[config.mk]
export PLATFORM = sky130hd
export DESIGN_NAME = maj_ref_popcount
export DESIGN_NICKNAME = d
export VERILOG_FILES = /design/src/rtl/maj_pkg.sv /design/src/rtl/maj_ref_popcount.sv
export SDC_FILE = /design/constraint.sdc
export NUM_CORES = 1
export LEC_CHECK = 0
export CORE_MARGIN = 8
export CORE_UTILIZATION = 50
export DETAILED_ROUTE_END_ITERATION = 8
export DONT_BUFFER_PORTS = 1
export PLACE_DENSITY = 0.68
export SLEW_MARGIN = 10
export SYNTH_ARGS = -nofsm -noshare
export SYNTH_HDL_FRONTEND = slang
export SYNTH_SLANG_ARGS = --single-unit
[constraint.sdc]
create_clock -name vclk -period 6
set_clock_uncertainty 0.1 [all_clocks]
set_input_delay 0.6 -clock vclk [all_inputs]
set_output_delay 0.6 -clock vclk [all_outputs]
set_load 0.01 [all_outputs]
[src/rtl/maj_pkg.sv]
// rtl/maj_pkg.sv - shared types, constants and helpers for the majority vector checker
package maj_pkg;

   typedef enum logic [1:0] {
      ST_IDLE   = 2'd0,
      ST_SETTLE = 2'd1,
      ST_CHECK  = 2'd2,
      ST_DONE   = 2'd3
   } maj_chk_state_t;

   localparam int MAJ_N_DEFAULT = 39;

   function automatic int maj_thresh(input int n);
      return (n + 1) / 2;
   endfunction

   // Tap index for x <= {x[N-2:0], x[N-1]^x[TAP]}; widths without a two-term
   // maximal polynomial fall back to N-2, which still cycles but not maximally.
   function automatic int maj_lfsr_tap(input int n);
      case (n)
         3:       return 1;
         5:       return 2;
         7:       return 5;
         9:       return 4;
         11:      return 8;
         15:      return 13;
         17:      return 13;
         23:      return 17;
         25:      return 21;
         31:      return 27;
         33:      return 19;
         35:      return 32;
         39:      return 34;
         41:      return 37;
         47:      return 41;
         49:      return 39;
         55:      return 30;
         57:      return 49;
         63:      return 61;
         default: return n - 2;
      endcase
   endfunction

endpackage

[src/rtl/maj_ref_popcount.sv]
// rtl/maj_ref_popcount.sv - combinational popcount majority reference
module maj_ref_popcount
   import maj_pkg::*;
#(
   parameter int N = MAJ_N_DEFAULT
) (
   input  logic [N-1:0] x,
   output logic         ref_y
);

   localparam int CNT_W = $clog2(N + 1);

   logic [CNT_W-1:0] cnt;

   always_comb begin
      cnt = '0;
      for (int i = 0; i < N; i++) begin
         cnt = cnt + CNT_W'(x[i]);
      end
   end

   assign ref_y = (cnt >= CNT_W'(maj_thresh(N)));

endmodule

==> results of run 1 <==
-- stage by stage --
step | area [µm²] | setup TNS, ns | instances
final | 1090 | -0.200 | 139
after global routing | 1090 | -0.394 | 139
after CTS | 1090 | -0.245 | 139
after detailed placement | 1080 | -0.311 | 138
after global placement | 1080 | -0.229 | 138
after floorplan | 1050 | -0.126 | 111
-- synth_stat cells, drive strengths merged --
| cell | instances | area, µm² |
|---|---|---|
| ha | 11 | 138 |
| o31ai | 1 | 7.51 |
| o221ai | 1 | 8.76 |
| xnor2 | 1 | 8.76 |
| a21oi | 1 | 5.00 |
| inv | 57 | 214 |
| a311oi | 1 | 8.76 |
| o31a | 1 | 10.0 |
| a31oi | 1 | 6.26 |
| nor3 | 1 | 5.00 |
| fa | 30 | 601 |
| nand2 | 1 | 3.75 |
| mux2i | 1 | 10.0 |
| nor2 | 1 | 3.75 |
| a211oi | 1 | 7.51 |
| nand3b | 1 | 7.51 |
-- kinds of logic (layout without fill, tap and decap cells) --
logic type      Yosys count  after routing  share of synthesized area (%)
buf+inv                  57             58                           20.5
compound gates            7              7                           5.15
simple gates              4              4                           1.92
mux                       1              1                          0.958
fa+ha+maj                41             41                           70.7
xor+xnor                  1              1                          0.838
-- per-layer routing --
layer | share of wire (%) | GRT usage (%)
met1 | 38 | 10.9
met2 | 53 | 17.3
met3 | 8.7 | 2.47
met4 | 0 | 0
met5 | 0 | 0
-- placed cells by master, fill, tap and decap left out --
cell                       count
sky130_fd_sc_hd__nor2_1        1
sky130_fd_sc_hd__fa_2          2
sky130_fd_sc_hd__a31oi_1       1
sky130_fd_sc_hd__ha_1         11
sky130_fd_sc_hd__a311oi_1      1
sky130_fd_sc_hd__nand2_1       1
sky130_fd_sc_hd__nand3b_1      1
sky130_fd_sc_hd__o31a_2        1
sky130_fd_sc_hd__nor3_1        1
sky130_fd_sc_hd__a211oi_1      1
sky130_fd_sc_hd__a21oi_1       1
sky130_fd_sc_hd__mux2i_1       1
sky130_fd_sc_hd__fa_1         28
sky130_fd_sc_hd__inv_4         1
sky130_fd_sc_hd__o31ai_1       1
sky130_fd_sc_hd__xnor2_1       1
sky130_fd_sc_hd__o221ai_1      1
sky130_fd_sc_hd__buf_4         1
sky130_fd_sc_hd__inv_1        56
-- cell type report --
cell class	count	area, µm²	share of cell area (%)
Multi-Input combinational cell	54	836	76.4
Timing Repair Buffer	1	7.51	0.686
Tap cell	27	33.8	3.09
Inverter	57	216	19.8
-- worst paths after layout --
kind | slack [ns] | cells after the start | end
worst min-delay path | 1.77 | 5 | ref_y
worst max-delay path | -0.20 | 17 | ref_y
-- repair_timing --
| action | CTS | global route |
|---|---|---|
| resized for setup | 2 | 0 |
| setup endpoints to repair | 1 | 1 |
| hold buffers | 0 | 0 |
| setup buffers | 1 | 0 |
| hold endpoints to repair | 0 | 0 |
| pin swaps | 2 | 0 |
==> flow_metrics.py, run 1 <==
metrics = {
    "finish": {
        "final.fill_count": 192,
        "syn2layout_area_growth_pct": 4.67,
        "antennaDiodeCount": 0,
        "finalNetCount": 194,
        "fin_util_pct": 55.7,
        "n_clock_buffer": 0,
        "drive_above_1_share_pct": 4.46,
        "seq_area_um2": 0,
        "flops_and_latches": 0,
    },
    "min_path": {
        "hold_path_class": "primary input to output pin",
        "hold_path_startpoint": "x[4]",
    },
    "setup_path": {
        "worst-setup-path-type": "primary input to output pin",
        "worst-path-max-fanout": 5,
        "worst_setup_path_startpoint": "x[11]",
        "cp.buffers_inverters": 4,
        "timing.critical_path.cells": "inv_4 > fa_1 > inv_1 > fa_1 > inv_1 > fa_1 > fa_1 > fa_1 > fa_1 > fa_1 > inv_1 > fa_2 > fa_2 > xnor2_1 > a311oi_1 > o221ai_1 > nand3b_1",
        "critical_path.startpoint_type": "primary input",
        "critical_path.most_common_cell": "sky130_fd_sc_hd__fa_1",
        "critical-path-slowest-cell": "sky130_fd_sc_hd__fa_1",
        "timing.critical_path.max_delay_family": "adder cells",
        "worst_path_largest_cell_delay_ns": 0.52,
        "cp.arrival_ns": 5.50,
        "required_ns": 5.30,
        "crit_path_end_kind": "output pin",
    },
    "die": {
        "pin_count": 40,
        "start_util_pct": 53.3,
        "design.core.area_um2": 1960,
        "fp.dieH_um": 61.7,
        "placement_rows": 16,
        "dieArea_um2": 3810,
        "chipWidth_um": 61.7,
    },
    "logic_synthesis": {
        "postSynthAreaPerCell_um2": 9.41,
        "synth-seq-area-share_pct": 0,
        "syn_area_um2": 1040,
        "netlist_instances": 111,
        "netlist-cell-type-count": 16,
        "synth_nets": 191,
        "yosysWarningCount": 0,
    },
    "outcome": {
        "run_status": "finished with violations",
        "failed_checks": "setup timing",
    },
    "detailed_routing": {
        "route.antenna.remaining_nets": 0,
        "avgViaCountPerCell": 4.67,
        "routed_wire_length_per_instance_um": 11.8,
        "finalWirelength_um": 1640,
        "drcViolationCount": 0,
        "dr.pass1.iters": 4,
        "detail_route.iter0.violations": 11,
        "routed-via-count": 649,
    },
    "placed_design": {
        "post_place_worst_slack_ns": -0.311,
        "routabilityCongestion": 0.740,
        "hpwl_um": 1660,
        "port_buffers": 0,
    },
    "sta": {
        "slew_headroom_pct": 84.8,
        "worst_hold_slack_across_all_endpoints_ns": 1.77,
        "timing_hold_violations_final": 0,
        "max_slew.worst_pin.slew_ns": 0.228,
        "drv_slew": 0,
        "finalWorstSetupSlack_ns": -0.200,
        "setup_viol_count_final": 1,
        "finalCriticalPeriod_ns": 6.20,
        "final_min_period_over_clock_period_pct": 103,
        "fmax_ghz": 0.161,
        "rsz_0062_raised_after_global_routing": "yes",
    },
    "run": {
        "cap_violations": 0,
    },
    "global_routing": {
        "grt_pass1_wl_um": 2850,
        "grt_max_degree": 7,
        "antenna_found_initial": 0,
        "grt_pass1_vias": 757,
        "grt.overflow.total": 0,
        "grt.total_usage_pct": 9.26,
    },
}
Power of run 1 is left out: the tool's default activity adds up to more than one toggle a clock period on the data nets, which glitch-free logic cannot reach.
==> inputs of run 2 (changes only) <==
PLACE_DENSITY = 0.78   (was 0.68)
==> run 2 against run 1 <==
Effect of this change: sequential cell count did not move; non-clock buffer count unchanged; critical path depth did not move; count of clock-buffer cells in the layout unchanged; sequential share of layout area unchanged; cell count unchanged; maximum frequency decreased by 0.26%; the run still ends with setup timing left; routed wire length rose by 8.3%; via count shrank 0.77%; die area unchanged.
==> flow_metrics.py, run 2 (same netlist as run 1, synthesis figures left out) <==
metrics = {
    "detailed_routing": {
        "avgViaCountPerCell": 4.63,
        "detail_route.iter0.violations": 8,
        "drcViolationCount": 0,
        "routed_wire_length_per_instance_um": 12.8,
        "route.antenna.remaining_nets": 0,
        "detailroute.wirelength.met3_um": 159,
        "topRoutingLayerUsed": "met3",
        "dr.pass1.iters": 4,
        "met1_routed_length_um": 639,
        "route.met2.wl_um": 982,
        "routed-via-count": 644,
        "finalWirelength_um": 1780,
    },
    "global_routing": {
        "grt_pass1_wl_um": 3130,
        "grt.total_usage_pct": 10.4,
        "grt_max_degree": 7,
        "grt_pass1_vias": 792,
        "antenna_found_initial": 0,
        "grt.overflow.total": 0,
    },
    "finish": {
        "fin_util_pct": 56.0,
        "seq_area_um2": 0,
        "flops_and_latches": 0,
        "n_clock_buffer": 0,
        "most-common-layout-cells": "56 x sky130_fd_sc_hd__inv_1, 28 x sky130_fd_sc_hd__fa_1, 11 x sky130_fd_sc_hd__ha_1, 2 x sky130_fd_sc_hd__fa_2",
        "antennaDiodeCount": 0,
        "finalNetCount": 194,
        "drive_above_1_share_pct": 4.46,
        "final_common_cell": "sky130_fd_sc_hd__inv_1",
        "final.fill_count": 191,
        "syn2layout_area_growth_pct": 5.15,
    },
    "placed_design": {
        "post_place_worst_slack_ns": -0.297,
        "port_buffers": 0,
        "hpwl_um": 1780,
        "routabilityCongestion": 0.694,
    },
    "outcome": {
        "run_status": "finished with violations",
        "failed_checks": "setup timing",
    },
    "die": {
        "pin_count": 40,
        "dieArea_um2": 3810,
        "chipWidth_um": 61.7,
        "design.core.area_um2": 1960,
        "start_util_pct": 53.3,
        "placement_rows": 16,
        "fp.dieH_um": 61.7,
    },
    "setup_path": {
        "required_ns": 5.30,
        "crit_path_end_kind": "output pin",
        "worst_path_largest_cell_delay_ns": 0.52,
        "timing.critical_path.cells": "inv_8 > fa_1 > inv_1 > fa_1 > inv_1 > fa_1 > fa_1 > fa_1 > fa_1 > fa_1 > inv_1 > fa_2 > fa_2 > xnor2_1 > a311oi_1 > o221ai_1 > nand3b_1",
        "critical_path.most_common_cell": "sky130_fd_sc_hd__fa_1",
        "worst-setup-path-type": "primary input to output pin",
        "critical_path.startpoint_type": "primary input",
        "critical-path-slowest-cell": "sky130_fd_sc_hd__fa_1",
        "timing.critical_path.max_delay_family": "adder cells",
        "worst-path-max-fanout": 5,
        "cp.arrival_ns": 5.52,
        "cp.buffers_inverters": 4,
    },
    "sta": {
        "finalCriticalPeriod_ns": 6.22,
        "slew_headroom_pct": 85.3,
        "final_min_period_over_clock_period_pct": 104,
        "finalWorstSetupSlack_ns": -0.216,
        "worst_hold_slack_across_all_endpoints_ns": 1.78,
        "max_slew.worst_pin.slew_ns": 0.218,
        "setup_viol_count_final": 1,
        "rsz_0062_raised_after_global_routing": "yes",
        "timing_hold_violations_final": 0,
        "drv_slew": 0,
        "fmax_ghz": 0.161,
    },
    "clock_tree": {
        "post_cts_hold_buffer_count": 0,
    },
    "run": {
        "cap_violations": 0,
    },
    "min_path": {
        "hold_path_class": "primary input to output pin",
    },
}
-- run 2: cell counts in the layout (fill, tap and decap cells not counted) --
No cell type changed its count.
-- run 2: timing repair --
| item | in CTS | in global routing |
|---|---|---|
| gates cloned | 0 | 0 |
| pin swaps | 2 | 0 |
| buffers inserted | 0 | 0 |
| setup endpoints to repair | 1 | 1 |
| resized for setup | 4 | 0 |
| endpoints found under the hold margin | 0 | 0 |
-- run 2: final timing paths --
path / to / cells past startpoint / startpoint / slack [ns]
setup / recovery: ref_y / 17 / x[11] / -0.22
hold / removal: ref_y / 5 / x[4] / 1.78
-- run 2: final cells by class --
class | instances | area (µm²) | area share [%]
Timing Repair Buffer | 1 | 7.51 | 0.683
Inverter | 57 | 221 | 20.2
Multi-Input combinational cell | 54 | 836 | 76.1
Tap cell | 27 | 33.8 | 3.08
-- run 2: per-layer routing --
layer	up-vias	global-route usage, %
met5	-	0
li1	305	-
met3	0	2.47
met2	27	21.6
met1	312	10.6
met4	0	0
-- run 2: worst min-delay path: stages --
cell and delay (ns):
sky130_fd_sc_hd__fa_2 0.19, sky130_fd_sc_hd__a21oi_1 0.09, sky130_fd_sc_hd__a31oi_1 0.18, sky130_fd_sc_hd__o31ai_1 0.08
sky130_fd_sc_hd__nand3b_1 0.13
-- run 2: through the flow --
stage / setup TNS [ns] / cell area, µm² / instances
6_report: -0.216 / 1100 / 139
4_1_cts: -0.251 / 1100 / 139
2_1_floorplan: -0.126 / 1050 / 111
3_5_place_dp: -0.297 / 1090 / 139
3_3_place_gp: -0.220 / 1090 / 139
5_1_grt: -0.451 / 1100 / 139
Power of run 2 is left out for the same reason.
